$ cat src/rtl/subpix_pkg.sv
// Shared constants and types for the sub-pixel divider scheduler.
// Requester indices, operand/result widths and the in-flight tag format.
package subpix_pkg;

    localparam int NREQ   = 3;
    localparam int REQ_A  = 0;
    localparam int REQ_B  = 1;
    localparam int REQ_C  = 2;

    localparam int OP_W   = 15;
    localparam int RES_W  = 32;
    localparam int ID_W   = 2;
    localparam int STAT_W = 16;

    typedef struct packed {
        logic            valid;
        logic [ID_W-1:0] id;
    } tag_t;

    // Pointer moves to the requester just after the one that won.
    function automatic logic [ID_W-1:0] ptr_after(input logic [ID_W-1:0] id);
        return (id == ID_W'(NREQ - 1)) ? '0 : id + ID_W'(1);
    endfunction

endpackage

$ cat src/rtl/subpix_rr_arb.sv
// Combinational round-robin selector over the three requesters.
// Search begins at ptr and wraps; the first asserted request wins.
module subpix_rr_arb
    import subpix_pkg::*;
(
    input  logic [NREQ-1:0] req,
    input  logic [ID_W-1:0] ptr,
    output logic [NREQ-1:0] gnt
);

    logic [2:0]      idx;
    logic [ID_W-1:0] sel;
    logic            found;

    always_comb begin
        gnt   = '0;
        found = 1'b0;
        idx   = '0;
        sel   = '0;
        for (int k = 0; k < NREQ; k++) begin
            idx = {1'b0, ptr} + 3'(k);
            if (idx >= 3'(NREQ)) begin
                idx = idx - 3'(NREQ);
            end
            sel = idx[ID_W-1:0];
            if (!found && req[sel]) begin
                gnt[sel] = 1'b1;
                found    = 1'b1;
            end
        end
    end

endmodule

$ cat src/rtl/subpix_div_sched.sv
// Schedules three requesters onto one pipelined divider and tags results by id.
// Optional statistics counters are built when SUBPIX_DIV_SCHED_STATS_EN is defined.
module subpix_div_sched
    import subpix_pkg::*;
#(
    parameter int DIV_LAT = 8
) (
    input  logic                    clk,
    input  logic                    rst,
    input  logic [NREQ-1:0]         req,
    input  logic signed [OP_W-1:0]  num0,
    input  logic signed [OP_W-1:0]  num1,
    input  logic signed [OP_W-1:0]  num2,
    input  logic signed [OP_W-1:0]  den0,
    input  logic signed [OP_W-1:0]  den1,
    input  logic signed [OP_W-1:0]  den2,
    output logic [NREQ-1:0]         gnt,
    output logic signed [OP_W-1:0]  div_dataa,
    output logic signed [OP_W-1:0]  div_datab,
    input  logic [RES_W-1:0]        div_result,
    input  logic                    div_dbz,
    output logic                    out_valid,
    output logic [ID_W-1:0]         out_id,
    output logic [RES_W-1:0]        out_result,
    output logic                    out_dbz
`ifdef SUBPIX_DIV_SCHED_STATS_EN
    ,
    output logic [STAT_W-1:0]       stat_busy,
    output logic [STAT_W-1:0]       stat_dbz
`endif
);

    logic [ID_W-1:0]        ptr;
    logic [NREQ-1:0]        arb_gnt;
    logic                   any_gnt;
    logic [ID_W-1:0]        gnt_id;
    logic signed [OP_W-1:0] num_sel;
    logic signed [OP_W-1:0] den_sel;
    tag_t                   tag_q [DIV_LAT+1];

    subpix_rr_arb u_arb (
        .req (req),
        .ptr (ptr),
        .gnt (arb_gnt)
    );

    // Grant is forced low while reset is held so nothing is accepted.
    assign gnt     = rst ? arb_gnt : '0;
    assign any_gnt = |gnt;

    always_comb begin
        gnt_id  = ID_W'(REQ_A);
        num_sel = num0;
        den_sel = den0;
        if (gnt[REQ_B]) begin
            gnt_id  = ID_W'(REQ_B);
            num_sel = num1;
            den_sel = den1;
        end else if (gnt[REQ_C]) begin
            gnt_id  = ID_W'(REQ_C);
            num_sel = num2;
            den_sel = den2;
        end
    end

    always_ff @(posedge clk or negedge rst) begin
        if (!rst) begin
            ptr       <= '0;
            div_dataa <= '0;
            div_datab <= '0;
        end else if (any_gnt) begin
            ptr       <= ptr_after(gnt_id);
            div_dataa <= num_sel;
            div_datab <= den_sel;
        end
    end

    // Tag pipe mirrors divider latency plus the output register stage.
    always_ff @(posedge clk or negedge rst) begin
        if (!rst) begin
            for (int s = 0; s <= DIV_LAT; s++) begin
                tag_q[s] <= '0;
            end
        end else begin
            tag_q[0] <= '{valid: any_gnt, id: gnt_id};
            for (int s = 1; s <= DIV_LAT; s++) begin
                tag_q[s] <= tag_q[s-1];
            end
        end
    end

    always_ff @(posedge clk or negedge rst) begin
        if (!rst) begin
            out_valid  <= 1'b0;
            out_id     <= '0;
            out_result <= '0;
            out_dbz    <= 1'b0;
        end else begin
            out_valid <= tag_q[DIV_LAT].valid;
            if (tag_q[DIV_LAT].valid) begin
                out_id     <= tag_q[DIV_LAT].id;
                out_result <= div_result;
                out_dbz    <= div_dbz;
            end
        end
    end

`ifdef SUBPIX_DIV_SCHED_STATS_EN
    always_ff @(posedge clk or negedge rst) begin
        if (!rst) begin
            stat_busy <= '0;
            stat_dbz  <= '0;
        end else begin
            if (any_gnt && (stat_busy != '1)) begin
                stat_busy <= stat_busy + STAT_W'(1);
            end
            if (out_valid && out_dbz && (stat_dbz != '1)) begin
                stat_dbz <= stat_dbz + STAT_W'(1);
            end
        end
    end
`endif

endmodule

$ cat config.mk
export PLATFORM = sky130hd
export DESIGN_NAME = subpix_div_sched
export DESIGN_NICKNAME = d
export VERILOG_FILES = /design/src/rtl/subpix_pkg.sv /design/src/rtl/subpix_rr_arb.sv /design/src/rtl/subpix_div_sched.sv
export SDC_FILE = /design/constraint.sdc
export NUM_CORES = 1
export LEC_CHECK = 0
export ABC_AREA = 1
export CAP_MARGIN = 40
export CORE_AREA = 8 8 148 115
export CTS_BUF_LIST = sky130_fd_sc_hd__clkbuf_8 sky130_fd_sc_hd__clkbuf_16
export DETAILED_ROUTE_END_ITERATION = 16
export DIE_AREA = 0 0 156 123
export HOLD_SLACK_MARGIN = 0.02
export PLACE_DENSITY = 0.68
export SYNTH_ARGS = -nofsm -noshare
export SYNTH_HDL_FRONTEND = slang
export SYNTH_SLANG_ARGS = --single-unit
$ cat constraint.sdc
create_clock -name clk -period 2.4 [get_ports clk]
set_input_delay 0.48 -clock clk [delete_from_list [all_inputs] [get_ports clk]]
set_output_delay 0.48 -clock clk [all_outputs]
set_load 0.05 [all_outputs]
Yosys cells after proc, flatten, opt, wreduce, memory -nomap -nowiden
Cells that the tools add are included.
W data, S select, Z words.
Storage, ports and cells
  register bits after elaboration: 95
  word-level logic and storage cells: 79
Cells by class
  magnitude comparators: 9
  muxes and demuxes: 28
  bitwise gates (word level): 2
  add/subtract/negate cells: 6
  equal/unequal tests: 1
  reductions and logical operators: 8
Operators with widths (count)
  $mux W15: 4
  $mux W2: 6
  $mux W3: 4
  $lt A2 B3 Y1 const B: 3
  $mux W1: 8
  $bmux W1 S2: 3
  $demux W1 S2: 3
  $ge A2 B1 Y1 const B: 3
  $ge A3 B2 Y1 const B: 2
  $or A3 B3 Y3: 2
  $sub A2 B2 Y2 const B: 3
  $logic_and A1 B1 Y1: 5
  $add A2 B1 Y3 const B: 1
  $add A2 B2 Y3 const B: 1
  $reduce_or A3 Y1: 1
  $add A2 B1 Y2 const B: 1
  $eq A2 B2 Y1 const B: 1
  $ge A2 B2 Y1 const B: 1
  $logic_not A1 Y1: 2

Longest topological paths before layout
Gate-level depths: netlist of run 1.
  word-level depth: 16
  mapped depth: 17

Hierarchy
A second synthesis of run 1 with hierarchy kept.
Unflattened totals
  cell total of the unflattened synthesis: 454
  area, all modules: 4239.1 sq um
Modules (own cells, without submodules)
  subpix_div_sched: times used 1, cells each 413, sequential area each 2377.3 sq um, area each 4006.3 sq um
  subpix_rr_arb: times used 1, cells each 41, sequential area each 0.0 sq um, area each 232.7 sq um

Worst setup path after synthesis of run 1
No wires, ideal clock.
  kind: reg2out
  start point: register ptr[0]
  end point: output port gnt[1]
  path slack: 59 ps
  data arrival time: 1861 ps
  data required time: 1920 ps
  stages on the path, launching flop included: 15
  cell sequence: dfrtp_1 -> inv_1 -> ha_1 -> inv_2 -> nand2_1 -> nand3_1 -> nand2_1 -> nand2_1 -> nand2_1 -> nand2_1 -> nand2_1 -> nand2_4 -> inv_2 -> buf_4 -> buf_4
On the way
  longest elaborated chain between the ends: 12
  elaborated cells between the ends (all ways): 44
  classes of those cells: add/sub (5); order compare (9); mux (21); bitwise (2); reduce/logical (7)
Ends and longest elaborated chain
  from (decl): RTL line subpix_div_sched.sv:33  | logic [ID_W-1:0] ptr;
  from (signal assigned): RTL line subpix_div_sched.sv:72  | ptr <= ptr_after(gnt_id);
  $add A2 B1 Y3, or another cell as far along: RTL line subpix_rr_arb.sv:21  | idx = {1'b0, ptr} + 3'(k);
  $ge A3 B2 Y1, or another cell as far along: RTL line subpix_rr_arb.sv:22  | if (idx >= 3'(NREQ)) begin
  $mux W2, or another cell as far along: RTL line subpix_rr_arb.sv:22
  $lt A2 B3 Y1 (not written as such), or another cell as far along: RTL line subpix_rr_arb.sv:27  | gnt[sel] = 1'b1;
  $logic_and A1 B1 Y1 (not written as such), or another cell as far along: RTL line subpix_rr_arb.sv:27
  $mux W1 (not written as such), or another cell as far along: RTL line subpix_rr_arb.sv:27
  $demux W1 S2, or another cell as far along
  $or A3 B3 Y3 (no source line) or $mux W1 (tied branches)
  $mux W3 or $logic_not A1 Y1 (tied branches): RTL line subpix_rr_arb.sv:26  | if (!found && req[sel]) begin
  $or A3 B3 Y3 (no source line) or $logic_and A1 B1 Y1 (tied branches)
  $mux W3 (*): RTL line subpix_rr_arb.sv:26
  $mux W3 (*): RTL line subpix_div_sched.sv:48  | assign gnt = rst ? arb_gnt : '0;
  to (decl): RTL line subpix_div_sched.sv:17  | output logic [NREQ-1:0] gnt,
Mark *: on every way between the ends. The rest lies on a longest branch, timed or not. The select of a mux whose other input is x is not followed.

Final worst setup path of run 1
Ends and elaborated chain as after synthesis.

==> metrics.txt, run 1 <==
post-DP HPWL=10600 um; post-synth top area cell=dfrtp_1; vias in the first global route=4196; # setup viols final=4; worst-path maximum fanout=5; initial antenna violation count=0; core area=14800 um2; worst reg-to-reg path cell count=18; origin of the critical flop-to-flop path=ptr[0]$_DFFE_PN0P_; I/O pins=197; Cell variety after synth=22; Starting Density=29.2%; placed cell area=6660 um2; Overall Global Routing Usage=14.7%; Routed Antenna Nets=0; post-route design area=7340 um2; std cell rows=39; CTS Root Cell=clkbuf_16; Post-synth top cells=95 x dfrtp_1, 82 x nor2_1, 80 x nand2_1; Post-synth ARST share=100%; Worst EP required=1920 ps; Int Power=6470 uW; combinational cell fraction of total power=64.0%; drt pass-1 iters=4; # fillers=1371; status=finished with violations; post-synth top area share=55.1%; GPL Wtd Cong=0.923; clk sink count=95; total CTS buffers=9; fmax=399 MHz; Final Core Density=49.7%; non-filler cells, final=903; DRT Wirelength=14000 um; Fin. Hold Viols=0; CP Launch Type=flip-flop; failing checks=negative setup slack; Power Dens Cells=1670 nW/um2; die height=123 um; Mapped Nets=595; sequential fraction of the synthesis area=55.1%; top cells by area, synth=dfrtp_1 55%, mux2_2 9.1%, nor2_1 7.1%; DRT iter0 DRCs=170; Worst Path Arrival=2030 ps; R2R Setup Slk=0 ps; Placed Instances=866; Final Slew Violations=0; most common cell in the synthesized netlist=dfrtp_1; port bufs=196; leakage power=0.00338 uW; critical path class=reg2out; setup TNS=-287 ps; Fin Hold WS=248 ps; clock period minus worst slack=2510 ps; Syn-to-layout area delta=70.3%; grt peak-use layer=met2; Seq cells post-synth=95; global-route track usage on met1=16.6%; pin count of the biggest net entering global routing=68; clock power share=13.6%; setup slack after layout=-108 ps; GR Util met3=7.58%; vias per inst=4.44; Nets=825; sw frac=47.2%; Most used DFF post-synth=dfrtp_1; Reg power frac=22.4%; grt total ovfl=0; Worst Skew=7.42 ps; Ys Warns=0; CTS tree=yes; cells after synthesis=463; Critical Path Sink Type=output port; switching power of the nets=5780 uW; DR vias=4006; Mapped Area=4310 um2; Post-Synthesis Mean Instance Area=9.32 um2; Worst slew margin=60.2%; worst vdd ir=0.866 mV; EDFF count, synth=0; Tightest Hold Check Type=in2async; layout cells sized above 1=21.1%; met2 Track Usage GR=23.7%; DRC Markers=0; unrepaired setup endpoints after global routing=true; antenna fix cells=0; H-Tree Depth=3; Slew @ Worst Pin=595 ps; clock latency on the worst-skew pair=350 ps; fin crit share=104%; Worst-path clk slew=70 ps; wire per inst=15.5 um; die area=19200 um2; Die Wd=156 um; first-pass GRT wire length=22000 um; Longest Clk Path Bufs=2; max capacitance violation total=0; worst r2r dst=div_dataa[10]$_DFFE_PN0P_
cells by family after synthesis:
logic type	share of synthesized area [%]
muxes	9.14
and+or+nand+nor	27.0
AOI/OAI and AO/OA	0.464
adders and majority gates	1.16
buffers and inverters	7.11
DFF	55.1
per-stage QoR:
step                setup WS, ps  power, uW
finish                      -108      12300
floorplan                   59.0       7430
global placement           -26.8       9820
global route                -205      13000
CTS                        -57.3      12000
detailed placement         -64.9       9990
power by group through the flow:
| stage | clock network [uW] | logic [uW] | registers, uW |
|---|---|---|---|
| 3_5_place_dp | 0 | 7230 | 2760 |
| 5_1_grt | 1780 | 8420 | 2840 |
| 6_report | 1670 | 7840 | 2740 |
| 2_1_floorplan | 0 | 2760 | 4670 |
| 3_3_place_gp | 0 | 7090 | 2730 |
| 4_1_cts | 1730 | 7540 | 2750 |
area by class of cell:
class | count | area (um2) | area share (%)
clock buffer | 9 | 225 | 3.07
clock inverter | 7 | 133 | 1.81
inverter | 47 | 194 | 2.64
multi-input combinational | 301 | 1780 | 24.2
sequential | 95 | 2380 | 32.4
tap | 205 | 256 | 3.49
timing repair buffer | 239 | 2380 | 32.4
critical path, stage by stage, from the launching register on:
cell and delay, ps:
dfrtp_1 400, buf_4 160, ha_4 200, buf_4 160, nand3_2 90, nand2_1 80
inv_1 80, nand3_1 90, nand2_2 80, nand2_2 60, nand2_4 80, inv_4 50
buf_12 140
cells in the final DEF (no fill, tap or decap):
cell             count
nor2_4               2
nor2_1              82
ha_1                 1
nand4_1             17
clkdlybuf4s50_1    192
ha_4                 3
dlygate4sd3_1        1
clkinv_4             3
a21oi_1              1
inv_4                7
nand3_1             53
buf_8                1
o21ai_4              1
dfrtp_2              1
inv_1               38
nand2_8              1
clkinv_8             1
buf_16               1
buf_12               6
nor2_2               9
buf_4               38
bufinv_16            3
inv_2                2
nand3_2              8
clkbuf_16            9
o21ai_2              1
nand2_4              6
nand2_2              8
nand3_4              1
dfrtp_1             94
mux2_2              35
o21ai_1              1
nand2_1             71
metal layers:
metal,vias up,part of all wire (%)
met2,201,45
met4,0,2.4
met5,-,0
li1,1937,-
met3,33,12
met1,1835,40
timing repair:
action,in CTS,in global routing
cloned,1,0
setup endpoints to repair,3,17
hold buffers,1,0
setup buffers,7,12
resized for setup,28,17
pin swaps,4,15
hold endpoints to repair,4,0
registers in the layout, summed over array words and instances, names as in the netlist:
register	flops
div_datab	15
out_valid	1
div_dataa	15
out_result	32
ptr	2
out_dbz	1
tag_q	27
out_id	2
worst max path at each step:
stage | slack, ps | start | to | cells after the start
2_1_floorplan | 60 | ptr[0]$_DFFE_PN0P_ | gnt[1] | 14
3_3_place_gp | -30 | req[2] | gnt[0] | 11
3_5_place_dp | -60 | req[2] | div_dataa[7]$_DFFE_PN0P_ | 12
4_1_cts | -60 | ptr[1]$_DFFE_PN0P_ | gnt[0] | 12
5_1_grt | -210 | ptr[0]$_DFFE_PN0P_ | gnt[0] | 12
6_report | -110 | ptr[0]$_DFFE_PN0P_ | gnt[1] | 12
No activity file was read; power rests on OpenSTA's default activity.
==> run 2, diff against run 1 <==
ABC_CLOCK_PERIOD_IN_PS = 2400   (was unset)
==> results of run 2 <==
Final layout, timing and power as in run 1 (identical DEF).
==> run 3, diff against run 2 <==
CTS_CLUSTER_DIAMETER = 30   (was unset)
RECOVER_POWER = 100   (was unset)
==> run 3 against run 2 <==
  * The flow still finishes with violations (negative setup slack)
  * Die area stayed put
  * Cell area is 0.34% lower
  * Hold slack worse by 13 ps
  * Critical endpoint unchanged
  * Largest power group unchanged
==> metrics.txt, run 3 (synthesis results as in run 1) <==
# fillers=1375 (was 1371); Top reg by flops=out_result (unchanged); max capacitance violation total=0 (unchanged); Worst-path clk slew=70 ps (about the same); drt pass-1 iters=5 (was 4); worst vdd ir=0.866 mV (about the same); CP max stage cell=dfrtp_1 (unchanged); DRC Markers=0 (unchanged); fmax=398 MHz (was 399 MHz); port bufs=196 (unchanged); clock power share=13.6% (about the same); most common cell after layout, fill and taps aside=clkdlybuf4s50_1 (unchanged); Routed Antenna Nets=0 (unchanged); DRT Wirelength=14000 um (about the same); initial antenna violation count=0 (unchanged); core area=14800 um2 (unchanged); CP Buf/Inv Count=5 (unchanged); biggest registers after layout=out_result: 32 flops, tag_q: 27 flops (unchanged); grt total ovfl=0 (unchanged); Reg power frac=22.4% (about the same); post-DP HPWL=10600 um (unchanged); critical path class=reg2out (unchanged); layout cells sized above 1=21.1% (unchanged); CTS Root Cell=clkbuf_16 (unchanged); die area=19200 um2 (unchanged); CTS tree=yes (unchanged); first-pass GRT wire length=22000 um (unchanged); largest stage delay on the critical path=400 ps (about the same); Worst slew margin=2.51% (was 60.2%); Tightest Hold Check Type=in2async (unchanged); Worst Path Arrival=2030 ps (about the same); Final Slew Violations=0 (unchanged); Longest Clk Path Bufs=2 (unchanged); post-route design area=7320 um2 (was 7340 um2); Starting Density=29.2% (unchanged); worst-path maximum fanout=5 (unchanged); combinational cell fraction of total power=64.0% (about the same); die height=123 um (unchanged); pin count of the biggest net entering global routing=68 (unchanged); wire per inst=15.5 um (about the same); Fin. Hold Viols=0 (unchanged); clock latency on the worst-skew pair=350 ps (about the same); leading cell types in the layout, fill and taps excluded=192 x clkdlybuf4s50_1, 94 x dfrtp_1, 82 x nor2_1 (unchanged); largest delay contributor family on the critical path=buffers and inverters (unchanged); vias in the first global route=4196 (unchanged); Nets=825 (unchanged); Worst EP required=1920 ps (about the same); Fin Hold WS=235 ps (was 248 ps); switching power of the nets=5790 uW (was 5780 uW); total CTS buffers=9 (unchanged); placed cell area=6660 um2 (unchanged); fin crit share=105% (was 104%); Power Dens Cells=1670 nW/um2 (about the same); sw frac=47.2% (about the same); failing checks=negative setup slack (unchanged); std cell rows=39 (unchanged); Final Core Density=49.5% (was 49.7%); Die Wd=156 um (unchanged); leakage power=0.00337 uW (was 0.00338 uW); setup TNS=-298 ps (was -287 ps); Worst Skew=7.24 ps (was 7.42 ps); status=finished with violations (unchanged); CP Cell Sequence=buf_4 > ha_4 > buf_4 > nand3_2 > nand2_1 > inv_1 > nand3_1 > nand2_2 > nand2_2 > nand2_4 > inv_4 > buf_12 (unchanged); I/O pins=197 (unchanged); setup slack after layout=-112 ps (was -108 ps); Critical Path Sink Type=output port (unchanged); Syn-to-layout area delta=69.7% (was 70.3%); unrepaired setup endpoints after global routing=true (unchanged); CP Launch Type=flip-flop (unchanged); DR vias=3994 (was 4006); GPL Wtd Cong=0.923 (unchanged); clock period minus worst slack=2510 ps (about the same); # setup viols final=4 (unchanged); crit path launch=ptr[0]$_DFFE_PN0P_ (unchanged); vias per inst=4.42 (was 4.44); Overall Global Routing Usage=14.7% (unchanged); Slew @ Worst Pin=1460 ps (was 595 ps); Largest register FFs=32 (unchanged); antenna fix cells=0 (unchanged); clk sink count=95 (unchanged); DRT iter0 DRCs=188 (was 170); Int Power=6460 uW (was 6470 uW); H-Tree Depth=3 (unchanged); origin of the critical flop-to-flop path=ptr[0]$_DFFE_PN0P_ (unchanged)
[run 3: path summary, 6_finish.rpt]
check	to	slack, ps	cells after the start
setup / recovery	gnt[1]	-110	12
min in group clk	tag_q[12]$_DFF_PN0_	350	0
max in group asynchronous	out_result[29]$_DFFE_PN0P_	560	3
hold / removal	div_datab[13]$_DFFE_PN0P_	240	2
setup reg to reg	div_dataa[10]$_DFFE_PN0P_	-10	18
hold reg to reg	tag_q[12]$_DFF_PN0_	350	0
[run 3: power groups by stage]
stage | registers (uW) | logic (uW) | clock network (uW)
CTS | 2750 | 7540 | 1730
detailed placement | 2760 | 7230 | 0
global placement | 2730 | 7090 | 0
floorplan | 4670 | 2760 | 0
global route | 2840 | 8410 | 1780
finish | 2740 | 7840 | 1670
[run 3: worst register-to-register path: stages (launching register included)]
cell	delay [ps]
dfrtp_1	380
buf_4	150
ha_4	210
buf_4	150
nand3_2	100
nand2_1	100
inv_1	60
nand3_1	90
nand2_2	60
nand2_2	80
nand2_4	60
buf_4	140
buf_4	130
buf_12	130
buf_4	130
nand3_1	60
nand2_1	90
nor2_1	110
nor2_1	60
[run 3: what timing repair did]
item	4_1_cts	5_1_grt
hold buffers	1	0
setup endpoints to repair	3	17
hold endpoints to repair	4	0
gates resized for setup	28	17
pin swaps	4	15
gates cloned	1	0
setup buffers	7	12
[run 3: layout make-up]
| class | count | area (um2) | area share, % |
|---|---|---|---|
| clock inverter | 7 | 133 | 1.81 |
| clock buffer | 9 | 225 | 3.08 |
| inverter | 47 | 194 | 2.65 |
| timing repair buffer | 239 | 2350 | 32.2 |
| sequential | 95 | 2380 | 32.5 |
| tap | 205 | 256 | 3.50 |
| multi-input combinational | 301 | 1780 | 24.3 |
[run 3: metrics by stage]
stage / total power [uW] / worst slack [ps] / cells
finish: 12200 / -112 / 903
global placement: 9820 / -26.8 / 865
detailed placement: 9990 / -64.9 / 866
global route: 13000 / -205 / 903
CTS: 12000 / -57.3 / 891
floorplan: 7430 / 59.0 / 463
[run 3: per-layer routing]
layer  part of all wire, %  routed length, um  track usage [%]  vias up
met5                     0                  0                0        -
met4                   2.1                298             5.62        0
met3                    12               1660             7.58       31
met2                    45               6350             23.7      201
met1                    41               5710             16.6     1827
li1                      -                  -                -     1935
